**src/rtl/jtag_pkg.sv**
```systemverilog
// ----------------------------------------------------------------------------
// jtag_pkg
// Shared definitions for the JTAG TAP controller slice:
//   - the 16 TAP state encodings (4-bit, IEEE 1149.1 style numbering)
//   - default opcodes for IDCODE, BYPASS and USER
//   - the fixed low bits captured into the IR shift register in Capture-IR
//   - a packed struct describing which data-register chain is selected
// ----------------------------------------------------------------------------
package jtag_pkg;

  localparam logic [3:0] TAP_TLR    = 4'hF;
  localparam logic [3:0] TAP_RTI    = 4'hC;
  localparam logic [3:0] TAP_SEL_DR = 4'h7;
  localparam logic [3:0] TAP_CAP_DR = 4'h6;
  localparam logic [3:0] TAP_SH_DR  = 4'h2;
  localparam logic [3:0] TAP_EX1_DR = 4'h1;
  localparam logic [3:0] TAP_PAU_DR = 4'h3;
  localparam logic [3:0] TAP_EX2_DR = 4'h0;
  localparam logic [3:0] TAP_UPD_DR = 4'h5;
  localparam logic [3:0] TAP_SEL_IR = 4'h4;
  localparam logic [3:0] TAP_CAP_IR = 4'hE;
  localparam logic [3:0] TAP_SH_IR  = 4'hA;
  localparam logic [3:0] TAP_EX1_IR = 4'h9;
  localparam logic [3:0] TAP_PAU_IR = 4'hB;
  localparam logic [3:0] TAP_EX2_IR = 4'h8;
  localparam logic [3:0] TAP_UPD_IR = 4'hD;

  localparam logic [3:0] IDCODE_OP_DEF = 4'b0001;
  localparam logic [3:0] BYPASS_OP_DEF = 4'b1111;
  localparam logic [3:0] USER_OP_DEF   = 4'b1000;

  // Low two bits captured in Capture-IR; upper bits are zero-filled.
  localparam logic [1:0] CAP_IR_LSBS = 2'b01;

  // Exactly one field is set for any instruction held in the IR.
  typedef struct packed {
    logic idcode;
    logic user;
    logic bypass;
  } dr_sel_t;

endpackage

```
**src/rtl/jtag_tap_fsm.sv**
```systemverilog
// ----------------------------------------------------------------------------
// jtag_tap_fsm
// The 16-state TAP state machine: state register plus next-state logic only.
// Ports:
//   CLK       in   TCK-equivalent clock, state advances on posedge
//   RST_N     in   asynchronous active-low reset, forces Test-Logic-Reset
//   TMS       in   test mode select, sampled on posedge CLK
//   TAP_STATE out  current state encoding (see jtag_pkg)
// ----------------------------------------------------------------------------
module jtag_tap_fsm
  import jtag_pkg::*;
(
  input  logic       CLK,
  input  logic       RST_N,
  input  logic       TMS,
  output logic [3:0] TAP_STATE
);

  logic [3:0] state;
  logic [3:0] state_nxt;

  always_ff @(posedge CLK or negedge RST_N) begin
    if (!RST_N) begin
      state <= TAP_TLR;
    end else begin
      state <= state_nxt;
    end
  end

  always_comb begin
    state_nxt = TAP_TLR;
    case (state)
      TAP_TLR:    state_nxt = TMS ? TAP_TLR    : TAP_RTI;
      TAP_RTI:    state_nxt = TMS ? TAP_SEL_DR : TAP_RTI;
      TAP_SEL_DR: state_nxt = TMS ? TAP_SEL_IR : TAP_CAP_DR;
      TAP_CAP_DR: state_nxt = TMS ? TAP_EX1_DR : TAP_SH_DR;
      TAP_SH_DR:  state_nxt = TMS ? TAP_EX1_DR : TAP_SH_DR;
      TAP_EX1_DR: state_nxt = TMS ? TAP_UPD_DR : TAP_PAU_DR;
      TAP_PAU_DR: state_nxt = TMS ? TAP_EX2_DR : TAP_PAU_DR;
      TAP_EX2_DR: state_nxt = TMS ? TAP_UPD_DR : TAP_SH_DR;
      TAP_UPD_DR: state_nxt = TMS ? TAP_SEL_DR : TAP_RTI;
      TAP_SEL_IR: state_nxt = TMS ? TAP_TLR    : TAP_CAP_IR;
      TAP_CAP_IR: state_nxt = TMS ? TAP_EX1_IR : TAP_SH_IR;
      TAP_SH_IR:  state_nxt = TMS ? TAP_EX1_IR : TAP_SH_IR;
      TAP_EX1_IR: state_nxt = TMS ? TAP_UPD_IR : TAP_PAU_IR;
      TAP_PAU_IR: state_nxt = TMS ? TAP_EX2_IR : TAP_PAU_IR;
      TAP_EX2_IR: state_nxt = TMS ? TAP_UPD_IR : TAP_SH_IR;
      TAP_UPD_IR: state_nxt = TMS ? TAP_SEL_DR : TAP_RTI;
      default:    state_nxt = TAP_TLR;
    endcase
  end

  assign TAP_STATE = state;

endmodule

```
**src/rtl/jtag_tap_ctrl.sv**
```systemverilog
// ----------------------------------------------------------------------------
// jtag_tap_ctrl
// TAP controller top: runs the TAP FSM, holds the instruction register,
// implements the 1-bit BYPASS register, decodes per-chain select/load
// strobes and muxes the selected serial output onto TDO.
//
// Optional feature macro: JTAG_USER_DR_EN
//   defined   -> USER_OP selects the USER chain; SEL_USER / USER_SO exist
//   undefined -> those ports are absent and USER_OP decodes to BYPASS
//
// Chain contract: a chain shifts on posedge while its SEL_* is high and
// parallel-loads instead when LOAD_CHAIN is also high (Capture-DR).
//
// Ports:
//   CLK, RST_N   clock and asynchronous active-low reset
//   TMS, TDI     JTAG inputs, sampled on posedge CLK
//   TDO, TDO_EN  serial output (combinational mux) and its enable
//   CHAIN_SI     serial input shared by all DR chains (TDI)
//   LOAD_CHAIN   high in Capture-DR
//   SEL_IDCODE   IDCODE chain select (Capture-DR/Shift-DR only)
//   IDCODE_SO    IDCODE chain serial output
//   SEL_USER     USER chain select (JTAG_USER_DR_EN only)
//   USER_SO      USER chain serial output (JTAG_USER_DR_EN only)
//   UPDATE_DR    high in Update-DR
//   TAP_STATE    current TAP state encoding (debug)
// ----------------------------------------------------------------------------
module jtag_tap_ctrl
  import jtag_pkg::*;
#(
  parameter int                  IR_WIDTH  = 4,
  parameter logic [IR_WIDTH-1:0] IDCODE_OP = IR_WIDTH'(IDCODE_OP_DEF),
  parameter logic [IR_WIDTH-1:0] BYPASS_OP = IR_WIDTH'(BYPASS_OP_DEF),
  parameter logic [IR_WIDTH-1:0] USER_OP   = IR_WIDTH'(USER_OP_DEF)
) (
  input  logic       CLK,
  input  logic       RST_N,
  input  logic       TMS,
  input  logic       TDI,
  output logic       TDO,
  output logic       TDO_EN,
  output logic       CHAIN_SI,
  output logic       LOAD_CHAIN,
  output logic       SEL_IDCODE,
  input  logic       IDCODE_SO,
`ifdef JTAG_USER_DR_EN
  output logic       SEL_USER,
  input  logic       USER_SO,
`endif
  output logic       UPDATE_DR,
  output logic [3:0] TAP_STATE
);

  localparam logic [IR_WIDTH-1:0] CAP_IR_VAL = {{(IR_WIDTH-2){1'b0}}, CAP_IR_LSBS};

  logic [3:0]          state;
  logic [IR_WIDTH-1:0] ir_shift;
  logic [IR_WIDTH-1:0] ir_hold;
  logic                bypass_q;
  logic                dr_active;
  dr_sel_t             dr_sel;
  logic                tdo_c;

  jtag_tap_fsm u_fsm (
    .CLK       (CLK),
    .RST_N     (RST_N),
    .TMS       (TMS),
    .TAP_STATE (state)
  );

  // Instruction register: shift stage and holding stage. The holding stage
  // only changes on the edge leaving Update-IR (or in Test-Logic-Reset), so
  // a reset mid-shift never commits a partial instruction.
  always_ff @(posedge CLK or negedge RST_N) begin
    if (!RST_N) begin
      ir_shift <= IDCODE_OP;
      ir_hold  <= IDCODE_OP;
    end else begin
      case (state)
        TAP_TLR: begin
          ir_shift <= IDCODE_OP;
          ir_hold  <= IDCODE_OP;
        end
        TAP_CAP_IR: ir_shift <= CAP_IR_VAL;
        TAP_SH_IR:  ir_shift <= {TDI, ir_shift[IR_WIDTH-1:1]};
        TAP_UPD_IR: ir_hold  <= ir_shift;
        default: ;
      endcase
    end
  end

  // Instruction decode; anything not explicitly recognised is BYPASS.
  always_comb begin
    dr_sel        = '0;
    dr_sel.idcode = (ir_hold == IDCODE_OP);
`ifdef JTAG_USER_DR_EN
    dr_sel.user   = (ir_hold == USER_OP) && !dr_sel.idcode;
`else
    dr_sel.user   = 1'b0;
`endif
    dr_sel.bypass = (ir_hold == BYPASS_OP) || !(dr_sel.idcode || dr_sel.user);
  end

`ifndef JTAG_USER_DR_EN
  logic unused_user_op;
  assign unused_user_op = ^USER_OP;
`endif

  // BYPASS register: cleared on capture, one-bit delay of TDI during shift.
  always_ff @(posedge CLK or negedge RST_N) begin
    if (!RST_N) begin
      bypass_q <= 1'b0;
    end else if (dr_sel.bypass) begin
      if (state == TAP_CAP_DR) begin
        bypass_q <= 1'b0;
      end else if (state == TAP_SH_DR) begin
        bypass_q <= TDI;
      end
    end
  end

  // Selects are confined to Capture-DR/Shift-DR so external chains hold
  // through pause, exit and update states.
  assign dr_active  = (state == TAP_CAP_DR) || (state == TAP_SH_DR);
  assign LOAD_CHAIN = (state == TAP_CAP_DR);
  assign SEL_IDCODE = dr_active && dr_sel.idcode;
`ifdef JTAG_USER_DR_EN
  assign SEL_USER   = dr_active && dr_sel.user;
`endif
  assign UPDATE_DR  = (state == TAP_UPD_DR);
  assign TDO_EN     = (state == TAP_SH_DR) || (state == TAP_SH_IR);
  assign CHAIN_SI   = TDI;
  assign TAP_STATE  = state;

  always_comb begin
    tdo_c = 1'b0;
    case (state)
      TAP_SH_IR: tdo_c = ir_shift[0];
      TAP_SH_DR: begin
        if (dr_sel.idcode) begin
          tdo_c = IDCODE_SO;
`ifdef JTAG_USER_DR_EN
        end else if (dr_sel.user) begin
          tdo_c = USER_SO;
`endif
        end else begin
          tdo_c = bypass_q;
        end
      end
      default: tdo_c = 1'b0;
    endcase
  end

  assign TDO = tdo_c;

endmodule

```
**config.mk**
```make
export PLATFORM = sky130hd
export DESIGN_NAME = jtag_tap_ctrl
export DESIGN_NICKNAME = d
export VERILOG_FILES = /design/src/rtl/jtag_pkg.sv /design/src/rtl/jtag_tap_fsm.sv /design/src/rtl/jtag_tap_ctrl.sv
export SDC_FILE = /design/constraint.sdc
export NUM_CORES = 1
export LEC_CHECK = 0
export ABC_AREA = 0
export CAP_MARGIN = 30
export CORE_UTILIZATION = 48
export CTS_BUF_LIST = sky130_fd_sc_hd__clkbuf_16
export CTS_CLUSTER_DIAMETER = 80
export DETAILED_ROUTE_END_ITERATION = 10
export PLACE_DENSITY = 0.87
export SETUP_SLACK_MARGIN = 0.1
export SLEW_MARGIN = 30
export SYNTH_ARGS = -nofsm -noshare
export SYNTH_HDL_FRONTEND = slang
export SYNTH_SLANG_ARGS = --single-unit
```
**constraint.sdc**
```tcl
create_clock -name CLK -period 1.9 [get_ports CLK]
set_input_delay 0.285 -clock CLK [delete_from_list [all_inputs] [get_ports CLK]]
set_output_delay 0.285 -clock CLK [all_outputs]
set_load 0.01 [all_outputs]
```
==> impl_summary.txt <==
----------------------------------------------------
[Layout]
  Layout Cells excl Fill ... 113
  Area added between synthesis and finish ... 42.7%
  Share of layout cells above drive strength 1 ... ~30%
  Leading cell type in the layout, fill and taps excluded ... nand2_1
  Number of nets in the finished design ... 104
  Antenna Diode Count ... 0
  Most frequent cells in the layout ... nand2_1, o21ai_0, buf_4

[Pwr]
  Worst supply voltage drop on vdd ... 1.28 mV
  Power per cell area ... ~1900 nW/um2
  Total leakage power ... between 0.4 and 0.5 nW

[Clocking]
  Number of H-tree levels ... 1
  Clock latency on the worst-skew pair ... 240 ps
  Buffer depth of the longest clock path ... 2
  CTS tree ... built
  Clock tree sinks ... 13
  Total CTS buffers ... 3
  Hold buffer count at cts ... 0
  Root cell of the clock tree ... clkbuf_16
  Clk slew on worst S/H paths ... approximately 50 ps

[Detailed routing]
  Vias per std cell ... 5.67
  DRC marker count from the first detailed-route iteration ... 23
  Total routed wirelength ... approximately 1700 um
  Number of routed nets with antenna violations ... 0
  Count of TritonRoute iterations in the first routing pass ... 4
  Remaining DRCs ... 0
  Number of vias after detailed routing ... 641
  Wire per inst ... 15.2 um

[Placed design]
  Post-placement setup slack ... -407 ps
  Final RePlAce weighted congestion ... 0.802
  HPWL Detailed ... approximately 1200 um
  # port buffers ... 14
  # placed instances ... about 110

[Timing]
  Setup repair after global routing missed its margin ... true
  Max-slew violation count ... 0
  Max Clock Freq ... between 0.4 and 0.5 GHz
  Final cycle utilization of the critical path ... 112%
  Total count of hold-check failures in the final report ... 0
  Transition at the pin with the smallest max-transition slack ... around 580 ps
  Total of endpoints with negative setup slack in the final report ... 2
  Clock period minus worst slack ... 2120 ps
  Worst clock skew ... ~4 ps
  Worst Slack Setup Final ... -222 ps
  Remaining max-slew budget at the tightest pin ... 61.1%

[Global route]
  Number of antenna violations at the first check in global routing ... 0
  Overall routing resource usage ... between 20% and 30%
  Largest net degree at the start of global routing ... 15
  GRT overflow ... 0
  Global-route wire length before repair ... about 2600 um
  Via count of the first global-routing pass ... 575

[Synthesis]
  Yosys Warn Count ... 0
  Cell variety after synth ... 28
  Mapped Nets ... 80
  Synthesized area ... 698 um2
  Number of storage elements in the synthesis netlist ... 13
  Sequential-to-total area share from yosys stat ... between 40% and 50%
  Mapped Cells ... 75
  Avg Synthesized Cell Area ... 9.31 um2

[Die]
  Core Area ... 1330 um2
  Die H ... 40.1 um
  Total number of placement rows ... 13
  Chip Width ... 40.1 um
  Die Area ... 1610 um2
  Number of top-level pins ... 15
  Initial Util ... 52.3%

[Critical path]
  Sort of element at the end of the critical path ... output pin
  Reg-to-reg critical path startpoint ... ir_hold[0]
  Reg-to-reg setup timing slack ... ~100 ps
  Largest fanout on the critical path ... 2
  Data arrival time at the worst-slack endpoint ... between 1500 and 2000 ps
  Critical path origin ... ir_hold[0]
  Required time reported for the critical path endpoint ... approximately 1600 ps
  Crit path launch type ... register
  Type of the worst setup path ... register to output pin

[Outcome]
  Status ... finished, violations left
  Violated checks ... negative setup slack

[Run]
  Number of max-cap violations ... 0

[Hold path]
  Class of the most critical hold timing path ... primary input to asynchronous set/reset pin

----------------------------------------------------
sequential cells by signal, summed over array words and instances, names as in the netlist:
name	count
ir_shift	4
u_fsm.TAP_STATE	4
bypass_q	1
ir_hold	4
report_power, final:
| part | total, W | switching [W] | internal, W |
|---|---|---|---|
| registers | 0.000554 | 0.000101 | 0.000452 |
| logic | 0.000963 | 0.000474 | 0.000489 |
| clock network | 0.000391 | 0.000113 | 0.000277 |
| total | 0.00191 | 0.000689 | 0.00122 |
worst max-delay path, cell delays in order (launching register included):
cell	delay (ps)
dfstp_2	520
or4b_4	470
mux2i_1	150
a2111oi_2	280
buf_2	180
cells in the mapped netlist:
cell type   n  share of area, %
nor3b_2     1               1.8
nand2_1    12               6.5
a211oi_1    1               1.1
mux2_4      1               2.1
nand3_1     1              0.72
clkbuf_1    3               1.6
nor3_1      2               1.4
a31o_2      1               1.3
a31oi_1     1              0.90
nor2_1      3               1.6
and3b_1     1               1.3
inv_1       4               2.1
mux2i_1     1               1.4
buf_4       2               2.1
a2111oi_0   1               1.3
a221o_1     1               1.4
o31ai_1     1               1.1
or4b_4      1               2.0
o21ai_0    10               7.2
dfrtp_1     7                25
a22oi_1     3               3.2
nand2b_1    4               3.6
dfstp_2     6                23
nand2b_2    1               1.3
nor2b_1     2               1.8
a22o_1      1               1.3
and3_1      1              0.90
a21oi_1     2               1.4
worst paths after layout:
| kind | to | depth (start not counted) |
|---|---|---|
| min | bypass_q | 1 |
| min reg2reg | ir_hold[0] | 2 |
| min in group CLK | ir_hold[0] | 2 |
| max in group asynchronous | ir_hold[3] | 1 |
| max reg2reg | bypass_q | 5 |
| max | TDO | 4 |
cell families after synthesis:
| logic type | count (synthesis) | share of synthesized area, % |
|---|---|---|
| AND/OR/NAND/NOR | 29 | 22.8 |
| multiplexers | 2 | 3.58 |
| buffers and inverters | 9 | 5.91 |
| AO/OA/AOI/OAI | 22 | 20.1 |
| flip-flops | 13 | 47.7 |
layout make-up:
class,instances,area (um2)
Tap cell,15,18.8
Inverter,4,15.0
Sequential cell,13,333
Multi-Input combinational cell,53,338
Clock inverter,1,3.75
Fill cell,84,338
Timing Repair Buffer,24,213
Clock buffer,3,75.1
through the flow:
| stage | utilization [%] | cell area (um2) | power [W] | TNS, ps | hold WS [ps] |
|---|---|---|---|---|---|
| finish | 74.7 | 996 | 0.00191 | -322 | 421 |
| floorplan | - | 704 | 0.00107 | 0 | -10.6 |
| global route | 74.7 | 996 | 0.00202 | -424 | 479 |
| detailed placement | 66.1 | 882 | 0.00142 | -464 | 483 |
| global placement | 66.1 | 882 | 0.00138 | -441 | 468 |
| CTS | 73.1 | 975 | 0.00185 | -265 | 436 |
routing by layer:
layer  wire [um]  global-route usage, %  part of all wire [%]  vias to the layer above
met5           0                      0                     0                        -
met1         803                   29.7                    47                      320
met2         870                   44.0                    50                        8
li1            -                      -                     -                      311
met3          35                   5.00                   2.0                        2
met4          14                   10.3                  0.81                        0
what timing repair did:
item,CTS,global route
endpoints found under the setup margin,6,4
resized for setup,14,4
endpoints found under the hold margin,0,0
buffers inserted,3,1
Power figures use the tool's default switching activity.
